$ cat config.mk
export PLATFORM = sky130hd
export DESIGN_NAME = cal_frame_ctrl
export DESIGN_NICKNAME = d
export VERILOG_FILES = /design/src/rtl/cal_frame_ctrl.sv
export SDC_FILE = /design/constraint.sdc
export NUM_CORES = 1
export LEC_CHECK = 0
export BUFFER_PORTS_ARGS = -buffer_cell sky130_fd_sc_hd__buf_2
export CAP_MARGIN = 10
export CORE_UTILIZATION = 50
export DETAILED_ROUTE_END_ITERATION = 8
export PLACE_DENSITY = 0.69
export SLEW_MARGIN = 20
export SYNTH_ARGS = -nofsm -noshare
export SYNTH_HDL_FRONTEND = slang
export SYNTH_SLANG_ARGS = --single-unit
$ cat constraint.sdc
create_clock -name clk -period 2.59 [get_ports clk]
set_input_delay 0 -clock clk [delete_from_list [all_inputs] [get_ports clk]]
set_output_delay 0 -clock clk [all_outputs]
set_load 0.05 [all_outputs]
$ cat src/rtl/cal_frame_ctrl.sv
// Frame-level sequencer for the channel-gain datapath: arms on request, aligns to an
// FFT frame boundary, gates the datapath per bin, tracks results and publishes the frame-average gain.
module cal_frame_ctrl #(
    parameter int NFFT      = 2048,
    parameter int LOG2_NFFT = 11,
    parameter int PIPE_LAT  = 40,
    parameter int MAG_W     = 13,
    parameter int GAIN_W    = 12
) (
    input  logic              clk,
    input  logic              rst_n,
    input  logic              start,
    input  logic              fft_valid,
    input  logic              fft_last,
    input  logic              divisor_zero,
    output logic              dp_ce,
    output logic              dp_in_valid,
    input  logic              mag_valid,
    input  logic [MAG_W-1:0]  mag_data,
    output logic [GAIN_W-1:0] gain,
    output logic              gain_valid,
    output logic              busy,
    output logic              err
);

    localparam int SUM_W = MAG_W + LOG2_NFFT;
    localparam int CNT_W = LOG2_NFFT + 1;
    localparam int TMO   = PIPE_LAT + 16;
    localparam int TMR_W = $clog2(TMO + 1);

    localparam logic [LOG2_NFFT-1:0] LAST_BIN = LOG2_NFFT'(NFFT - 1);
    localparam logic [TMR_W-1:0]     TMO_LAST = TMR_W'(TMO - 1);
    localparam logic [SUM_W-1:0]     GAIN_MAX = SUM_W'((1 << GAIN_W) - 1);

    typedef enum logic [2:0] {
        IDLE    = 3'd0,
        ARM     = 3'd1,
        CAPTURE = 3'd2,
        DRAIN   = 3'd3,
        AVG     = 3'd4,
        DONE    = 3'd5
    } state_t;

    state_t               state;
    logic [LOG2_NFFT-1:0] bin_cnt;
    logic [CNT_W-1:0]     issued_cnt;
    logic [CNT_W-1:0]     result_cnt;
    logic [SUM_W-1:0]     sum;
    logic [TMR_W-1:0]     timer;
    logic [SUM_W-1:0]     avg;
    logic                 track;
    logic                 counts_match;

    // Datapath gating is zero-latency so the enable lines up with the bin on the bus.
    assign dp_ce        = (state == CAPTURE) && fft_valid;
    assign dp_in_valid  = dp_ce && !divisor_zero;
    assign track        = (state == CAPTURE) || (state == DRAIN);
    assign counts_match = (result_cnt == issued_cnt);
    assign avg          = sum >> LOG2_NFFT;

    always_ff @(posedge clk) begin
        if (!rst_n) begin
            state      <= IDLE;
            bin_cnt    <= '0;
            issued_cnt <= '0;
            result_cnt <= '0;
            sum        <= '0;
            timer      <= '0;
            gain       <= '0;
            gain_valid <= 1'b0;
            busy       <= 1'b0;
            err        <= 1'b0;
        end else begin
            gain_valid <= 1'b0;

            // A result with nothing outstanding is a pipeline fault; drop it.
            if (track && mag_valid) begin
                if (counts_match) begin
                    err <= 1'b1;
                end else begin
                    result_cnt <= result_cnt + CNT_W'(1);
                    sum        <= sum + SUM_W'(mag_data);
                end
            end

            case (state)
                IDLE: begin
                    if (start) begin
                        state <= ARM;
                        busy  <= 1'b1;
                        err   <= 1'b0;
                    end
                end
                ARM: begin
                    if (fft_valid && fft_last) begin
                        state      <= CAPTURE;
                        bin_cnt    <= '0;
                        issued_cnt <= '0;
                        result_cnt <= '0;
                        sum        <= '0;
                        timer      <= '0;
                    end
                end
                CAPTURE: begin
                    if (fft_valid) begin
                        bin_cnt <= bin_cnt + LOG2_NFFT'(1);
                        if (!divisor_zero) begin
                            issued_cnt <= issued_cnt + CNT_W'(1);
                        end
                        if (fft_last && (bin_cnt == LAST_BIN)) begin
                            state <= DRAIN;
                        end else if (fft_last || (bin_cnt == LAST_BIN)) begin
                            state <= IDLE;
                            busy  <= 1'b0;
                            err   <= 1'b1;
                        end
                    end
                end
                DRAIN: begin
                    if (counts_match) begin
                        state <= AVG;
                    end else if (timer == TMO_LAST) begin
                        state <= IDLE;
                        busy  <= 1'b0;
                        err   <= 1'b1;
                    end else begin
                        timer <= timer + TMR_W'(1);
                    end
                end
                AVG: begin
                    if (avg > GAIN_MAX) begin
                        gain <= '1;
                    end else begin
                        gain <= avg[GAIN_W-1:0];
                    end
                    gain_valid <= 1'b1;
                    state      <= DONE;
                end
                DONE: begin
                    state <= IDLE;
                    busy  <= 1'b0;
                end
                default: begin
                    state <= IDLE;
                    busy  <= 1'b0;
                end
            endcase
        end
    end

endmodule

==> results of run 1 <==
==> critical path: cells and delay by family (launching register included) <==
kind / cells / cell delay [ns]
AO/OA/AOI/OAI: 5 / 1.14
adder cells (fa/ha/maj): 2 / 0.64
flip-flops: 1 / 0.31
AND/OR/NAND/NOR: 1 / 0.25
==> timing repair <==
action | CTS | global route
hold endpoints to repair | 4 | 0
endpoints found under the setup margin | 0 | 2
gates resized for setup | 0 | 1
hold buffers | 1 | 0
==> logic make-up (layout without fill, tap and decap cells) <==
logic type	Yosys count	in the layout	share of synthesized area, %
AND/OR/NAND/NOR	229	229	25.4
AO/OA/AOI/OAI	103	104	15.8
flip-flops	83	83	37.7
XOR/XNOR	52	52	10.3
buffers and inverters	29	69	3.23
adder cells (fa/ha/maj)	18	18	5.28
multiplexers	10	10	2.30
==> cell usage after synthesis (all sizes together), types with 4 or more instances <==
library cell and number:
o31ai 8, mux2i 9, a211oi 17, or3 4, xor2 20, nand4 14
xnor2 32, ha 17, o21ai 18, or2 5, a21o 6, nand2 41
clkbuf 11, nor3 11, nand2b 6, o211ai 5, nor2 88, dfxtp 83
or4 6, buf 15, nand3 23, nor4 9, and3 10, a21oi 29
==> layer usage <==
metal	vias up	wire (um)
met1	1736	4480
met2	61	4200
met4	0	98
li1	1950	-
met5	-	0
met3	9	381
==> how the worst max path moves through the flow <==
stage / endpoint / slack [ns] / start
2_1_floorplan: sum[18]$_SDFF_PN0_ / 0.34 / sum[0]$_SDFF_PN0_
3_3_place_gp: sum[18]$_SDFF_PN0_ / 0.24 / sum[0]$_SDFF_PN0_
3_5_place_dp: sum[16]$_SDFF_PN0_ / 0.14 / sum[0]$_SDFF_PN0_
4_1_cts: sum[16]$_SDFF_PN0_ / 0.13 / sum[0]$_SDFF_PN0_
5_1_grt: sum[14]$_SDFF_PN0_ / 0.05 / sum[0]$_SDFF_PN0_
6_report: sum[16]$_SDFF_PN0_ / 0.18 / sum[0]$_SDFF_PN0_
==> state kept, by name, indices dropped and copies added (netlist names) <==
signal	flops
state	3
timer	6
sum	24
err	1
gain_valid	1
bin_cnt	11
result_cnt	12
gain	12
busy	1
issued_cnt	12
==> final cells by class <==
class,count,area share (%)
Clock buffer,10,2.57
Clock inverter,5,2.06
Inverter,3,0.227
Multi-Input combinational cell,413,53.1
Sequential cell,83,33.4
Tap cell,105,2.64
Timing Repair Buffer,51,5.94
==> stage by stage <==
stage	total power [mW]	util [%]	worst slack, ns	area, sq um	hold slack, ns
after floorplan	1.46	-	0.343	4410	0.122
after global placement	1.52	56.2	0.238	4710	0.322
after detailed placement	1.52	56.2	0.144	4710	0.334
after CTS	2.60	59.1	0.134	4950	0.0184
after global routing	2.69	59.3	0.0453	4970	0.0611
final	2.57	59.3	0.179	4970	0.0258
==> power by group <==
| part | internal [mW] | switching, mW |
|---|---|---|
| combinational | 0.0736 | 0.122 |
| clock | 0.634 | 0.446 |
| sequential | 1.28 | 0.0132 |
| total | 1.99 | 0.581 |
==> out/qor.yml, run 1 <==
logic_synthesis:
  ys_types: 59
  synth_nets: 562
  synth.top_cell.area_share_pct: 37.7
  synth_warnings: 0
  async_flop_share_pct: 0
  syn_area_per_cell_sq_um: 8.42
  synth_seq_area_share_pct: 37.7
  synthTopCellsByArea: "dfxtp_1 (38%), nor2_1 (7.5%), xnor2_1 (6.4%)"
  synth_cells: 524
  synth_edf_count: 0
  yosys.area.top_type: "dfxtp_1"
  synth_area_sq_um: 4410
  ys.flop_type: "dfxtp_1"
  synth.ff_latch_count: 83
route:
  drt-initial-drc-count: 141
  dr.pass1.iters: 4
  drc: 0
  vias: 3756
  antenna_left: 0
  drt_wl_total_mm: 9.17
  vias_per_cell: 5.61
  wl_per_cell_um: 13.7
grt:
  antenna_found_initial: 0
  grt_use_met3_pct: 3.32
  grt.total_usage_pct: 21.4
  grt_pass1_wl_mm: 15.6
  use_met2_pct: 34.9
  grt_util_met1_pct: 28.4
  grt_pass1_vias: 3498
  gr-total-overflow: 0
  grt_max_degree: 26
  gr-max-usage-layer: "met2"
setup_path:
  cp_slowest_cell: "fa_1"
  crit_arrival_ns: 2.67
  worstReg2RegStart: "sum[0]$_SDFF_PN0_"
  ff2ff_path_depth: 8
  slowest_delay_ns: 0.42
  critPathKind: "reg -> reg"
  crit_fanout: 5
  path_cells: "ha_1 -> fa_1 -> a21o_1 -> a221o_2 -> nor4_4 -> o31a_1 -> o21ai_0 -> a21oi_1"
  end_kind: "register"
  worstPathRequired_ns: 2.85
  regToRegSetupSlack_ns: 0.18
  r2r_end: "sum[16]$_SDFF_PN0_"
  cp-start-kind: "register"
timing:
  fin_crit_sh_pct: 93.1
  final_hold_viol_count: 0
  fmax_mhz: 415
  finalCriticalPeriod_ns: 2.41
  setup_viol: 0
  setup_tns_ns: 0
  slew-limit-headroom_pct: 45.8
  tightest_slew_ns: 0.813
  finalMaxSlewViolations: 0
  skew_ns: 0.0102
  rsz0062_at_grt: "false"
power:
  p_leak_nw: 1.88
  p_per_area_nw_per_um2: 518
  ir_drop_mv: 0.296
cells_and_area:
  fill_cells: 769
  register_area_sq_um: 1660
  layout_commonest_cell: "nor2_1"
  final_cell_mix: "nor2_1 (88), dfxtp_1 (83), nand2_1 (40)"
  final_nets: 599
  instances_no_fill: 670
  area_growth_pct: 12.7
  antenna_cells: 0
  drive_above_1_share_pct: 14.7
  multiInputGateArea_sq_um: 2640
min_path:
  hp-class: "in -> reg"
  min_to: "sum[0]$_SDFF_PN0_"
  hold_start: "mag_data[0]"
  worstHoldPathCells: 4
cts:
  ctsHtreeMaxLevel: 3
  cts.sinks: 83
  numCtsBuffers: 9
  clk_path_buf_depth: 2
  cts_tree: "yes"
  post_cts_buffers: 0
  clk_latency_ns: 0.34
  root_buffer: "clkbuf_8"
  path_clk_slew_ns: 0.08
die:
  die_h_um: 95.9
  core-area_sq_um: 8380
  die_area_sq_um: 9200
  rows: 33
  ios: 37
  initial_core_util_pct: 52.6
  dieWidth_um: 95.9
status:
  status: "complete, no violations"
place:
  io_buffers: 36
  hpwl_mm: 6.61
  place_congestion: 0.852
  place_inst: 653
flow_run:
  maxCapViolCount: 0
(Power assumes the default switching activity.)
==> run 2: changes to the inputs <==
--- a/config.mk
+++ b/config.mk
@@ -9,8 +9,9 @@
 export CAP_MARGIN = 10
 export CORE_UTILIZATION = 50
 export DETAILED_ROUTE_END_ITERATION = 8
+export MAX_ROUTING_LAYER = met4
 export PLACE_DENSITY = 0.69
-export SLEW_MARGIN = 20
+export SLEW_MARGIN = 5
 export SYNTH_ARGS = -nofsm -noshare
 export SYNTH_HDL_FRONTEND = slang
 export SYNTH_SLANG_ARGS = --single-unit
==> out/qor.yml, run 2 (same netlist as run 1, synthesis figures left out) <==
status:
  status: "complete, no violations"  # unchanged
grt:
  gr-max-usage-layer: "met2"  # unchanged
  grt_max_degree: 26  # unchanged
  use_met2_pct: 34.8  # was 34.9%
  grt_pass1_vias: 3498  # unchanged
  grt.total_usage_pct: 22.0  # was 21.4%
  grt_util_met1_pct: 28.5  # was 28.4%
  grt_use_met3_pct: 3.32  # unchanged
  gr-total-overflow: 0  # unchanged
  antenna_found_initial: 0  # unchanged
  grt_pass1_wl_mm: 15.7  # was 15.6 mm
cts:
  clk_path_buf_depth: 2  # unchanged
  cts_tree: "yes"  # unchanged
  path_clk_slew_ns: 0.07  # was 0.08 ns
  post_cts_buffers: 0  # unchanged
  cts.sinks: 83  # unchanged
  numCtsBuffers: 9  # unchanged
  ctsHtreeMaxLevel: 3  # unchanged
  root_buffer: "clkbuf_8"  # unchanged
  clk_latency_ns: 0.34  # about the same
power:
  ir_drop_mv: 0.296  # about the same
  p_per_area_nw_per_um2: 518  # about the same
  p_leak_nw: 1.88  # unchanged
cells_and_area:
  final_cell_mix: "nor2_1 (88), dfxtp_1 (83), nand2_1 (40)"  # unchanged
  largest_reg_flops: 24  # unchanged
  drive_above_1_share_pct: 14.7  # unchanged
  fill_cells: 769  # unchanged
  layout_commonest_cell: "nor2_1"  # unchanged
  regMostFlops: "sum"  # unchanged
  area_growth_pct: 12.7  # unchanged
  design_area_sq_um: 4970  # unchanged
  antenna_cells: 0  # unchanged
  final_nets: 599  # unchanged
place:
  io_buffers: 36  # unchanged
  place_congestion: 0.865  # was 0.852
  hpwl_mm: 6.61  # unchanged
  placed_area_sq_um: 4710  # unchanged
die:
  dieWidth_um: 95.9  # unchanged
  rows: 33  # unchanged
  core-area_sq_um: 8380  # unchanged
  ios: 37  # unchanged
  die_h_um: 95.9  # unchanged
  initial_core_util_pct: 52.6  # unchanged
  die_area_sq_um: 9200  # unchanged
route:
  vias: 3785  # was 3756
  antenna_left: 0  # unchanged
  drt-initial-drc-count: 142  # was 141
  drt_wl_total_mm: 9.18  # was 9.17 mm
  wl_per_cell_um: 13.7  # about the same
  dr.pass1.iters: 4  # unchanged
  vias_per_cell: 5.65  # was 5.61
  drc: 0  # unchanged
timing:
  finalCriticalPeriod_ns: 2.39  # was 2.41 ns
  setup_viol: 0  # unchanged
  rsz0062_at_grt: "false"  # unchanged
  tightest_slew_ns: 0.813  # about the same
  final_hold_viol_count: 0  # unchanged
  fin_crit_sh_pct: 92.5  # was 93.1%
  setup_tns_ns: 0  # unchanged
  skew_ns: 0.00990  # was 0.0102 ns
  fmax_mhz: 418  # was 415 MHz
  slew-limit-headroom_pct: 45.8  # about the same
  finalMaxSlewViolations: 0  # unchanged
setup_path:
  cp-start-kind: "register"  # unchanged
  worstPathRequired_ns: 2.85  # about the same
  end_kind: "register"  # unchanged
  crit_fanout: 5  # unchanged
  critPathKind: "reg -> reg"  # unchanged
  crit_arrival_ns: 2.66  # was 2.67 ns
min_path:
  hp-class: "in -> reg"  # unchanged
flow_run:
  maxCapViolCount: 0  # unchanged
## run 2: worst paths after layout
kind | start | end | slack [ns] | cells after the start
min reg2reg | sum[5]$_SDFF_PN0_ | sum[5]$_SDFF_PN0_ | 0.46 | 2
max reg2reg | sum[0]$_SDFF_PN0_ | sum[16]$_SDFF_PN0_ | 0.20 | 8
min | mag_data[0] | sum[0]$_SDFF_PN0_ | 0.03 | 4
max | sum[0]$_SDFF_PN0_ | sum[16]$_SDFF_PN0_ | 0.20 | 8
## run 2: worst max-delay path, stage by stage, from the launching register on
cell	delay [ns]
dfxtp_1	0.31
ha_1	0.22
fa_1	0.42
a21o_1	0.19
a221o_2	0.38
nor4_4	0.24
o31a_1	0.27
o21ai_0	0.12
a21oi_1	0.16
## run 2: final cells by class
class | count | area, sq um | share of cell area [%]
multi-input combinational | 413 | 2640 | 53.1
sequential | 83 | 1660 | 33.4
timing repair buffer | 51 | 295 | 5.94
tap | 105 | 131 | 2.64
clock buffer | 10 | 128 | 2.57
clock inverter | 5 | 103 | 2.06
inverter | 3 | 11.3 | 0.227
## run 2: per-layer routing
layer,routed length [um],up-vias
met5,0,-
met4,139,0
met3,358,14
met2,4140,69
met1,4540,1754
li1,-,1948
## run 2: power breakdown
| part | switching [mW] | internal, mW |
|---|---|---|
| Sequential | 0.0132 | 1.28 |
| Combinational | 0.122 | 0.0736 |
| Clock | 0.444 | 0.634 |
## run 2: metrics by stage
step | hold WS (ns) | power [mW] | instances | util (%) | setup slack, ns
floorplan | 0.122 | 1.46 | 524 | - | 0.343
global placement | 0.322 | 1.52 | 653 | 56.2 | 0.238
detailed placement | 0.334 | 1.52 | 653 | 56.2 | 0.144
CTS | 0.0184 | 2.60 | 669 | 59.1 | 0.134
global route | 0.0611 | 2.69 | 670 | 59.3 | 0.0334
finish | 0.0274 | 2.57 | 670 | 59.3 | 0.196
## run 2: what timing repair did
item,4_1_cts,5_1_grt
resized for setup,0,1
setup endpoints to repair,0,2
endpoints found under the hold margin,4,0
hold buffers,1,0
